==> src/rtl/proc_ctrl_seq_pkg.sv <==
// Shared definitions for the proc_ctrl_seq sequencer: state codes, opcode/funct
// constants, control-field encodings and the EXE latency helper.
package proc_ctrl_seq_pkg;

  typedef enum logic [2:0] {
    PROC_FETCH  = 3'd0,
    PROC_DECODE = 3'd1,
    PROC_EXE    = 3'd2,
    PROC_MEM    = 3'd3,
    PROC_WB     = 3'd4,
    PROC_TRAP   = 3'd5
  } proc_state_e;

  typedef enum logic [2:0] {
    BrNone,
    BrBeq,
    BrBne,
    BrJump,
    BrJr
  } br_type_e;

  // Opcodes
  localparam logic [5:0] OPC_RTYPE = 6'h00;
  localparam logic [5:0] OPC_JMP   = 6'h02;
  localparam logic [5:0] OPC_JAL   = 6'h03;
  localparam logic [5:0] OPC_BEQ   = 6'h04;
  localparam logic [5:0] OPC_BNE   = 6'h05;
  localparam logic [5:0] OPC_ADDI  = 6'h08;
  localparam logic [5:0] OPC_SLTI  = 6'h0a;
  localparam logic [5:0] OPC_ANDI  = 6'h0c;
  localparam logic [5:0] OPC_ORI   = 6'h0d;
  localparam logic [5:0] OPC_LUI   = 6'h0f;
  localparam logic [5:0] OPC_PUSH  = 6'h1b;
  localparam logic [5:0] OPC_POP   = 6'h1c;
  localparam logic [5:0] OPC_MULI  = 6'h1d;
  localparam logic [5:0] OPC_LW    = 6'h23;
  localparam logic [5:0] OPC_SW    = 6'h2b;

  // R-type funct codes
  localparam logic [5:0] FN_JR  = 6'h08;
  localparam logic [5:0] FN_ADD = 6'h20;
  localparam logic [5:0] FN_SUB = 6'h22;
  localparam logic [5:0] FN_AND = 6'h24;
  localparam logic [5:0] FN_OR  = 6'h25;
  localparam logic [5:0] FN_DIV = 6'h28;
  localparam logic [5:0] FN_SLT = 6'h2a;
  localparam logic [5:0] FN_MUL = 6'h2c;

  // Register-file destination select
  localparam logic [1:0] RF_DST_RT  = 2'b00;
  localparam logic [1:0] RF_DST_RD  = 2'b01;
  localparam logic [1:0] RF_DST_R31 = 2'b10;

  // Write-back source select
  localparam logic [1:0] WB_SEL_ALU = 2'b00;
  localparam logic [1:0] WB_SEL_MEM = 2'b01;
  localparam logic [1:0] WB_SEL_PC1 = 2'b10;
  localparam logic [1:0] WB_SEL_IMM = 2'b11;

  // Next-PC select
  localparam logic [1:0] PC_SEL_INC = 2'b00;
  localparam logic [1:0] PC_SEL_BR  = 2'b01;
  localparam logic [1:0] PC_SEL_JMP = 2'b10;
  localparam logic [1:0] PC_SEL_REG = 2'b11;

  // Number of EXE cycles for an instruction class; div wins over mul.
  function automatic int unsigned exe_latency(input logic is_mul, input logic is_div,
                                              input int unsigned lat_mul,
                                              input int unsigned lat_div);
    if (is_div) return lat_div;
    if (is_mul) return lat_mul;
    return 1;
  endfunction

endpackage

==> src/rtl/proc_ctrl_decode.sv <==
// Combinational instruction classifier for proc_ctrl_seq. Produces memory/ALU
// class flags, write-back fields and the branch type from opcode and funct.
module proc_ctrl_decode
  import proc_ctrl_seq_pkg::*;
(
  input  logic [5:0] opcode_i,
  input  logic [5:0] funct_i,
  output logic       is_mem_rd_o,
  output logic       is_mem_wr_o,
  output logic       is_mul_o,
  output logic       is_div_o,
  output logic       is_illegal_o,
  output logic       rf_we_o,
  output logic [1:0] rf_dst_o,
  output logic [1:0] wb_sel_o,
  output br_type_e   br_type_o
);

  // Decode table; anything unlisted is flagged illegal and otherwise acts as a NOP
  always_comb begin
    is_mem_rd_o  = 1'b0;
    is_mem_wr_o  = 1'b0;
    is_mul_o     = 1'b0;
    is_div_o     = 1'b0;
    is_illegal_o = 1'b0;
    rf_we_o      = 1'b0;
    rf_dst_o     = RF_DST_RT;
    wb_sel_o     = WB_SEL_ALU;
    br_type_o    = BrNone;
    unique case (opcode_i)
      OPC_RTYPE: begin
        unique case (funct_i)
          FN_ADD, FN_SUB, FN_AND, FN_OR, FN_SLT: begin
            rf_we_o  = 1'b1;
            rf_dst_o = RF_DST_RD;
          end
          FN_MUL: begin
            rf_we_o  = 1'b1;
            rf_dst_o = RF_DST_RD;
            is_mul_o = 1'b1;
          end
          FN_DIV: begin
            rf_we_o  = 1'b1;
            rf_dst_o = RF_DST_RD;
            is_div_o = 1'b1;
          end
          FN_JR:   br_type_o = BrJr;
          default: is_illegal_o = 1'b1;
        endcase
      end
      OPC_ADDI, OPC_ANDI, OPC_ORI, OPC_SLTI: rf_we_o = 1'b1;
      OPC_MULI: begin
        rf_we_o  = 1'b1;
        is_mul_o = 1'b1;
      end
      OPC_LUI: begin
        rf_we_o  = 1'b1;
        wb_sel_o = WB_SEL_IMM;
      end
      OPC_LW, OPC_POP: begin
        is_mem_rd_o = 1'b1;
        rf_we_o     = 1'b1;
        wb_sel_o    = WB_SEL_MEM;
      end
      OPC_SW, OPC_PUSH: is_mem_wr_o = 1'b1;
      OPC_JAL: begin
        rf_we_o   = 1'b1;
        rf_dst_o  = RF_DST_R31;
        wb_sel_o  = WB_SEL_PC1;
        br_type_o = BrJump;
      end
      OPC_JMP: br_type_o = BrJump;
      OPC_BEQ: br_type_o = BrBeq;
      OPC_BNE: br_type_o = BrBne;
      default: is_illegal_o = 1'b1;
    endcase
  end

endmodule

==> src/rtl/proc_ctrl_seq.sv <==
// Multi-cycle control sequencer: FETCH -> DECODE -> EXE -> MEM -> WB with READY
// stalls and multi-cycle EXE for mul/div. All outputs are registered.
// Optional feature macro PROC_ILLEGAL_TRAP_EN: illegal instructions park the
// sequencer in TRAP until reset; otherwise they retire as NOPs.
module proc_ctrl_seq
  import proc_ctrl_seq_pkg::*;
#(
  parameter int unsigned DATA_WIDTH  = 32,
  parameter int unsigned EXE_LAT_MUL = 4,
  parameter int unsigned EXE_LAT_DIV = 32,
  parameter int unsigned LAT_CNT_W   = 6
) (
  input  logic                  CLK,
  input  logic                  RST,
  input  logic [DATA_WIDTH-1:0] INSTRUCTION,
  input  logic                  ZERO,
  input  logic                  READY,
  output logic                  READ,
  output logic                  WRITE,
  output logic [2:0]            STATE,
  output logic [DATA_WIDTH-1:0] INST,
  output logic                  IR_LOAD,
  output logic                  ALU_START,
  output logic                  RF_WE,
  output logic [1:0]            RF_DST,
  output logic [1:0]            WB_SEL,
  output logic                  PC_LOAD,
  output logic [1:0]            PC_SEL,
  output logic                  RETIRED
);

`ifdef PROC_ILLEGAL_TRAP_EN
  localparam bit TrapEn = 1'b1;
`else
  localparam bit TrapEn = 1'b0;
`endif

  proc_state_e           state_q, state_d;
  logic [LAT_CNT_W-1:0]  cnt_q, cnt_d;
  logic [DATA_WIDTH-1:0] inst_q, inst_d;
  logic read_q, read_d, write_q, write_d, ir_load_q, ir_load_d;
  logic alu_start_q, alu_start_d, rf_we_q, rf_we_d, pc_load_q, pc_load_d;
  logic retired_q, retired_d;
  logic [1:0] rf_dst_q, rf_dst_d, wb_sel_q, wb_sel_d, pc_sel_q, pc_sel_d;

  logic       is_mem_rd, is_mem_wr, is_mul, is_div, is_illegal, dec_rf_we;
  logic [1:0] dec_rf_dst, dec_wb_sel;
  br_type_e   br_type;
  logic       mem_done;

  proc_ctrl_decode u_decode (
    .opcode_i     (inst_q[DATA_WIDTH-1 -: 6]),
    .funct_i      (inst_q[5:0]),
    .is_mem_rd_o  (is_mem_rd),
    .is_mem_wr_o  (is_mem_wr),
    .is_mul_o     (is_mul),
    .is_div_o     (is_div),
    .is_illegal_o (is_illegal),
    .rf_we_o      (dec_rf_we),
    .rf_dst_o     (dec_rf_dst),
    .wb_sel_o     (dec_wb_sel),
    .br_type_o    (br_type)
  );

  // READY only counts while a request is actually outstanding
  assign mem_done = !(is_mem_rd || is_mem_wr) || ((read_q || write_q) && READY);

  // State, counter, instruction and output registers; synchronous active-low reset
  always_ff @(posedge CLK) begin
    if (!RST) begin
      state_q     <= PROC_FETCH;
      cnt_q       <= '0;
      inst_q      <= '0;
      read_q      <= 1'b0;
      write_q     <= 1'b0;
      ir_load_q   <= 1'b0;
      alu_start_q <= 1'b0;
      rf_we_q     <= 1'b0;
      rf_dst_q    <= RF_DST_RT;
      wb_sel_q    <= WB_SEL_ALU;
      pc_load_q   <= 1'b0;
      pc_sel_q    <= PC_SEL_INC;
      retired_q   <= 1'b0;
    end else begin
      state_q     <= state_d;
      cnt_q       <= cnt_d;
      inst_q      <= inst_d;
      read_q      <= read_d;
      write_q     <= write_d;
      ir_load_q   <= ir_load_d;
      alu_start_q <= alu_start_d;
      rf_we_q     <= rf_we_d;
      rf_dst_q    <= rf_dst_d;
      wb_sel_q    <= wb_sel_d;
      pc_load_q   <= pc_load_d;
      pc_sel_q    <= pc_sel_d;
      retired_q   <= retired_d;
    end
  end

  // Next state, EXE latency counter and instruction capture
  always_comb begin
    state_d = state_q;
    cnt_d   = cnt_q;
    inst_d  = inst_q;
    unique case (state_q)
      PROC_FETCH: begin
        // READ is low for the one cycle after reset, so READY is ignored then
        if (read_q && READY) begin
          state_d = PROC_DECODE;
          inst_d  = INSTRUCTION;
        end
      end
      PROC_DECODE: begin
        if (TrapEn && is_illegal) begin
          state_d = PROC_TRAP;
        end else begin
          state_d = PROC_EXE;
          cnt_d   = LAT_CNT_W'(exe_latency(is_mul, is_div, EXE_LAT_MUL, EXE_LAT_DIV));
        end
      end
      PROC_EXE: begin
        if (cnt_q <= LAT_CNT_W'(1)) begin
          state_d = PROC_MEM;
          cnt_d   = '0;
        end else begin
          cnt_d = cnt_q - LAT_CNT_W'(1);
        end
      end
      PROC_MEM: if (mem_done) state_d = PROC_WB;
      PROC_WB:   state_d = PROC_FETCH;
      PROC_TRAP: state_d = PROC_TRAP;
      default:   state_d = PROC_FETCH;
    endcase
  end

  // Next registered outputs, derived from the state being entered
  always_comb begin
    read_d      = 1'b0;
    write_d     = 1'b0;
    ir_load_d   = (state_q == PROC_FETCH) && (state_d == PROC_DECODE);
    alu_start_d = (state_q == PROC_DECODE) && (state_d == PROC_EXE);
    rf_we_d     = 1'b0;
    rf_dst_d    = RF_DST_RT;
    wb_sel_d    = WB_SEL_ALU;
    pc_load_d   = 1'b0;
    pc_sel_d    = PC_SEL_INC;
    retired_d   = 1'b0;
    if (state_d == PROC_FETCH) read_d = 1'b1;
    if (state_d == PROC_MEM) begin
      read_d  = is_mem_rd;
      write_d = is_mem_wr;
    end
    if (state_d == PROC_WB) begin
      retired_d = 1'b1;
      pc_load_d = 1'b1;
      rf_we_d   = dec_rf_we;
      rf_dst_d  = dec_rf_dst;
      wb_sel_d  = dec_wb_sel;
      // ZERO is taken on the edge that enters WB, so PC_SEL is valid throughout WB
      unique case (br_type)
        BrBeq:   pc_sel_d = ZERO ? PC_SEL_BR : PC_SEL_INC;
        BrBne:   pc_sel_d = ZERO ? PC_SEL_INC : PC_SEL_BR;
        BrJump:  pc_sel_d = PC_SEL_JMP;
        BrJr:    pc_sel_d = PC_SEL_REG;
        default: pc_sel_d = PC_SEL_INC;
      endcase
    end
  end

  assign STATE     = state_q;
  assign INST      = inst_q;
  assign READ      = read_q;
  assign WRITE     = write_q;
  assign IR_LOAD   = ir_load_q;
  assign ALU_START = alu_start_q;
  assign RF_WE     = rf_we_q;
  assign RF_DST    = rf_dst_q;
  assign WB_SEL    = wb_sel_q;
  assign PC_LOAD   = pc_load_q;
  assign PC_SEL    = pc_sel_q;
  assign RETIRED   = retired_q;

endmodule

==> config.mk <==
export PLATFORM = sky130hd
export DESIGN_NAME = proc_ctrl_seq
export DESIGN_NICKNAME = d
export VERILOG_FILES = /design/src/rtl/proc_ctrl_seq_pkg.sv /design/src/rtl/proc_ctrl_decode.sv /design/src/rtl/proc_ctrl_seq.sv
export SDC_FILE = /design/constraint.sdc
export NUM_CORES = 1
export LEC_CHECK = 0
export CELL_PAD_IN_SITES_DETAIL_PLACEMENT = 1
export CELL_PAD_IN_SITES_GLOBAL_PLACEMENT = 2
export CORE_UTILIZATION = 25
export DETAILED_ROUTE_END_ITERATION = 8
export PLACE_DENSITY_LB_ADDON = 0.1
export RECOVER_POWER = 25
export SYNTH_ARGS = -nofsm -noshare
export SYNTH_HDL_FRONTEND = slang
export SYNTH_SLANG_ARGS = --single-unit
==> constraint.sdc <==
create_clock -name CLK -period 2.55 [get_ports CLK]
set_input_delay 0.255 -clock CLK [delete_from_list [all_inputs] [get_ports CLK]]
set_output_delay 0.255 -clock CLK [all_outputs]
set_load 0.01 [all_outputs]
; ---- Word level (Yosys, flattened, before mapping)
; Cells that the tools add are included.
[totals]
ff_bits = 53
input_bits = 36
out_inout_bits = 48
elab_cells = 102
[op_classes]
addsub = 1
n_lt_le_gt_ge = 1
eq_ne = 34
muxes = 34
reduce_logical = 20
[ops]
columns = op, n
row1 = $eq A6 B6 Y1 const B, 9
row2 = $eq A6 B4 Y1 const B, 6
row3 = $mux W6, 5
row4 = $eq A3 B2 Y1 const B, 6
row5 = $eq A6 B5 Y1 const B, 3
row6 = $mux W1, 17
row7 = $pmux W3 S5, 1
row8 = $eq A6 B2 Y1 const B, 2
row9 = $eq A6 B3 Y1 const B, 2
row10 = $mux W3, 4
row11 = $pmux W3 S4, 1
row12 = $pmux W6 S2, 1
row13 = $eq A3 B1 Y1 const B, 3
row14 = $eq A3 B3 Y1 const B, 3
row15 = $reduce_or A9 Y1, 1
row16 = $pmux W2 S4, 1
row17 = $reduce_or A7 Y1, 1
row18 = $le A6 B1 Y1 const B, 1
row19 = $logic_not A3 Y1, 2
row20 = $logic_not A6 Y1, 1
row21 = $pmux W2 S3, 1
row22 = $reduce_and A2 Y1, 3
row23 = $reduce_or A2 Y1, 3
row24 = $sub A6 B1 Y6 const B, 1
row25 = 6 further kinds, 12

; ---- Depth between registers and ports, before layout
[logic_depth]
depth_word = 11
mapped_depth = 8
ltp_nobuf = 7

; ---- Modules after synthesis
; A second synthesis with hierarchy kept.
[hier_totals]
hier_cells = 302
area_unflattened_um2 = 2404.8
[by_module_without_submodules]
columns = module, instances, cells_per_inst, area_per_inst_um2, seq_area_each_um2
row1 = proc_ctrl_seq, 1, 247, 2059.5, 1061.0
row2 = proc_ctrl_decode, 1, 55, 345.3, 0.0

; ---- Worst setup path after synthesis
; Ideal clock, no wire load.
[synth_path]
path_type = reg2reg
start = register cnt_q[0]
end = register wb_sel_q[1], in the netlist WB_SEL[1]
setup_ns = 0.074
t_arrival_ns = 1.921
required_ns = 2.476
setup_slack_ns = 0.555
path_stages_with_launch = 9
path_buffers = 1
period_less_slack_ns = 1.995
path_cell_list = dfxtp_1 inv_1 ha_1 nor2_1 nor4_1 or3_1 buf_6 or4_4 nor3_2
[synth_via]
elab_chain_cells = 5
[synth_rtl]
columns = element, line
row1 = "start, declared", proc_ctrl_seq.sv:39  ; logic [LAT_CNT_W-1:0] cnt_q, cnt_d;
row2 = "start signal, assigned", proc_ctrl_seq.sv:86  ; cnt_q <= cnt_d;
row3 = $le A6 B1 Y1, proc_ctrl_seq.sv:123  ; if (cnt_q <= LAT_CNT_W'(1)) begin
row4 = $mux W3, proc_ctrl_seq.sv:123
row5 = $pmux W3 S5, proc_ctrl_seq.sv:106  ; unique case (state_q)
row6 = $eq A3 B3 Y1, proc_ctrl_seq.sv:154  ; if (state_d == PROC_WB) begin
row7 = $reduce_and A2 Y1 (no source line), n/a
row8 = "end signal, assigned", proc_ctrl_seq.sv:94  ; wb_sel_q <= wb_sel_d;
row9 = "end, declared", proc_ctrl_seq.sv:44  ; logic [1:0] rf_dst_q, rf_dst_d, wb_sel_q, wb_sel_d, pc_sel_q, pc_sel_d;
; No other way between the ends.
; A chain may end at the register's enable or synchronous reset.

; ---- Final worst setup path
; Ends and elaborated chain as after synthesis.

==> impl_results.md <==
* WP data required at 2.79 ns
* Setup crit start kind: flop
* Core area at 9330 µm²
* Syn Std Cell Area at 2420 µm²
* Number of remaining DRC errors at 0
* Cell taking the most area after synthesis: dfxtp_1
* WS Path Type: flop to flop
* Outcome: complete, no violations
* Final WL at 7060 µm
* Worst VDD drop at 0.217 mV
* Via-to-Cell Ratio at 4.58
* Syn avg cell area at 8.32 µm²
* Vias at 2,270
* Final setup fails at 0
* Die Height at 100 µm
* I/O Pins at 84
* Share of cells above drive strength 1 at 6.54%
* Flops & latches, synth at 53
* MaxCap Viol Count at 0
* Largest net degree at the start of global routing at 44
* Area grow syn2layout at 43.0%
* Yosys warns at 0
* Synth top area share at 43.8%
* Synth Instances at 291
* Seq/Total Area, Yosys at 43.8%
* Num CTS Buffers at 5
* Crit path max fanout at 10
* Worst R2R Path Depth at 7
* Syn nets at 329
* Min-Delay Path Class: flop to flop
* Clock root buffer: clkbuf_8
* R2R Setup Slk at 0.34 ns
* Hold path depth at 2
* Max Fclk at 452 MHz
* # diodes at 0
* Synth cell types at 51
* Setup Buffers After CTS at 0
* Clock skew at 0.00808 ns
* RSZ-0062 raised after global routing: no
* Hold Startpoint: INST[9]
* Vias in the first global route at 2,312
* Cell Pwr Density at 749 nW/µm²
* Clock Sink Count at 53
* Most common cell after layout, fill and taps aside: nand2_1
* Arrival time worst endpoint at 2.45 ns
* IO buf count at 83
* Per-cell routed wire length at 14.2 µm
* Initial antenna violation count at 0
* Fin nets at 405
* Critical R2R Capture: WB_SEL[1]
* Post-CTS Resized at 0
* Final Max Slew Viols at 0
* Most frequent cells in the layout: nand2_1 (73), clkdlybuf4s50_1 (59), dfxtp_1 (53)
* DP Wirelength at 5000 µm
* Final GP Congestion at 0.751
* Tmin final at 2.21 ns
* Worst Hold End: INST[9]
* Die width at 100 µm
* Initial Util at 25.9%
* Top cells by area, synth: dfxtp_1 (44%), nand2_1 (11%), a21boi_0 (9.9%), nor3_1 (1.9%), clkbuf_1 (1.9%)
* Final worst slack at 0.337 ns
* Clock Path Buffers at 2
* Hold Buf Count CTS at 0
* Leakage power at 0.00128 µW
* Htree depth at 2
* Router iterations before antenna repair at 4
* Filler cells at 1,089
* Overflow after GRT at 0
* Die area at 10,100 µm²
* GRT Resource Usage Total at 14.8%
* Setup total negative slack at 0 ns
* Clock transition at path regs at 0.10 ns
* Worst Max-Slew Pin Slew at 0.652 ns
* First-pass GRT wire length at 11,700 µm
* Final hold slack at 0.464 ns
* Core Rows at 35
* Slew HR at 56.3%
* Final period utilization at 86.8%
* CTS tree: yes
* FF-to-FF Start: cnt_q[0]
* Setup slack after placement at 0.350 ns
* Routed Antenna Nets at 0
* Drt initial violations at 49
* Number of flops mapped to enable cells by yosys at 0
* Primary FF master, synth: dfxtp_1
* Ys async rst share at 0%
* Clk_lat worst skew at 0.30 ns
* Endpoints failing hold at 0
* CP Capture Type: flop
-- registers in the layout, summed over array words and instances, names as in the netlist, 2 cells and up --
signal / cells
STATE: 3
PC_SEL: 2
RF_DST: 2
INST: 32
cnt_q: 6
WB_SEL: 2
-- critical path, cell delays in order (launching register included) --
cell     delay, ns
dfxtp_1       0.42
inv_1         0.06
ha_1          0.22
nor2_1        0.19
nor4_1        0.12
or3_1         0.51
or4_4         0.53
nor3_2        0.10
-- cell families after synthesis --
logic type / count (synthesis) / synth area share [%]
xor gates and xnor gates: 4 / 1.45
AOI/OAI and AO/OA: 68 / 20.7
adders and majority gates: 2 / 1.03
DFF: 53 / 43.8
and+or+nand+nor: 136 / 27.1
buffers and inverters: 28 / 5.89
-- cell type report --
type                       instances  area (µm²)  share of cell area [%]
clock buffer                       5        68.8                    1.99
clock inverter                     2        38.8                    1.12
inverter                           6        22.5                   0.651
multi-input combinational        210        1220                    35.2
sequential                        53        1060                    30.7
tap                              129         161                    4.67
timing repair buffer              91         891                    25.8
-- cell usage after synthesis (5+ instances only) --
cell      instances
a21boi_0         32
a21oi_1           5
clkbuf_1         12
dfxtp_1          53
inv_1             6
nand2_1          73
nor2_1           10
nor3_1            9
nor4_1            7
o21ai_0           6
or3_1             7
-- stage by stage --
stage	total power, µW	util (%)	area, µm²	instances
detailed placement	2080	35.9	3350	489
global placement	2060	35.9	3350	489
finish	2590	37.1	3460	496
CTS	2670	37.1	3460	496
floorplan	1660	-	2420	291
global route	2800	37.1	3460	496
-- how the worst max path moves through the flow --
stage | to | startpoint | depth (start not counted)
after floorplan | WB_SEL[1] | cnt_q[0] | 8
after global routing | WB_SEL[1] | cnt_q[0] | 7
after CTS | WB_SEL[1] | cnt_q[0] | 7
after detailed placement | WB_SEL[1] | cnt_q[0] | 7
after global placement | WB_SEL[1] | cnt_q[0] | 7
final | WB_SEL[1] | cnt_q[0] | 7
-- per-layer routing --
layer	share of wire [%]	GRT usage, %	vias to the layer above
met2	48	24.8	52
met5	0	0	-
li1	-	-	1154
met3	5.6	4.46	4
met4	0.75	3.90	0
met1	46	18.5	1060
-- where the power goes --
| part | switching [µW] | leakage [µW] | internal [µW] |
|---|---|---|---|
| sequential | 109 | 0.000430 | 944 |
| clock | 279 | 0.0000546 | 291 |
| combinational | 525 | 0.000798 | 443 |
(Power assumes the default switching activity.)
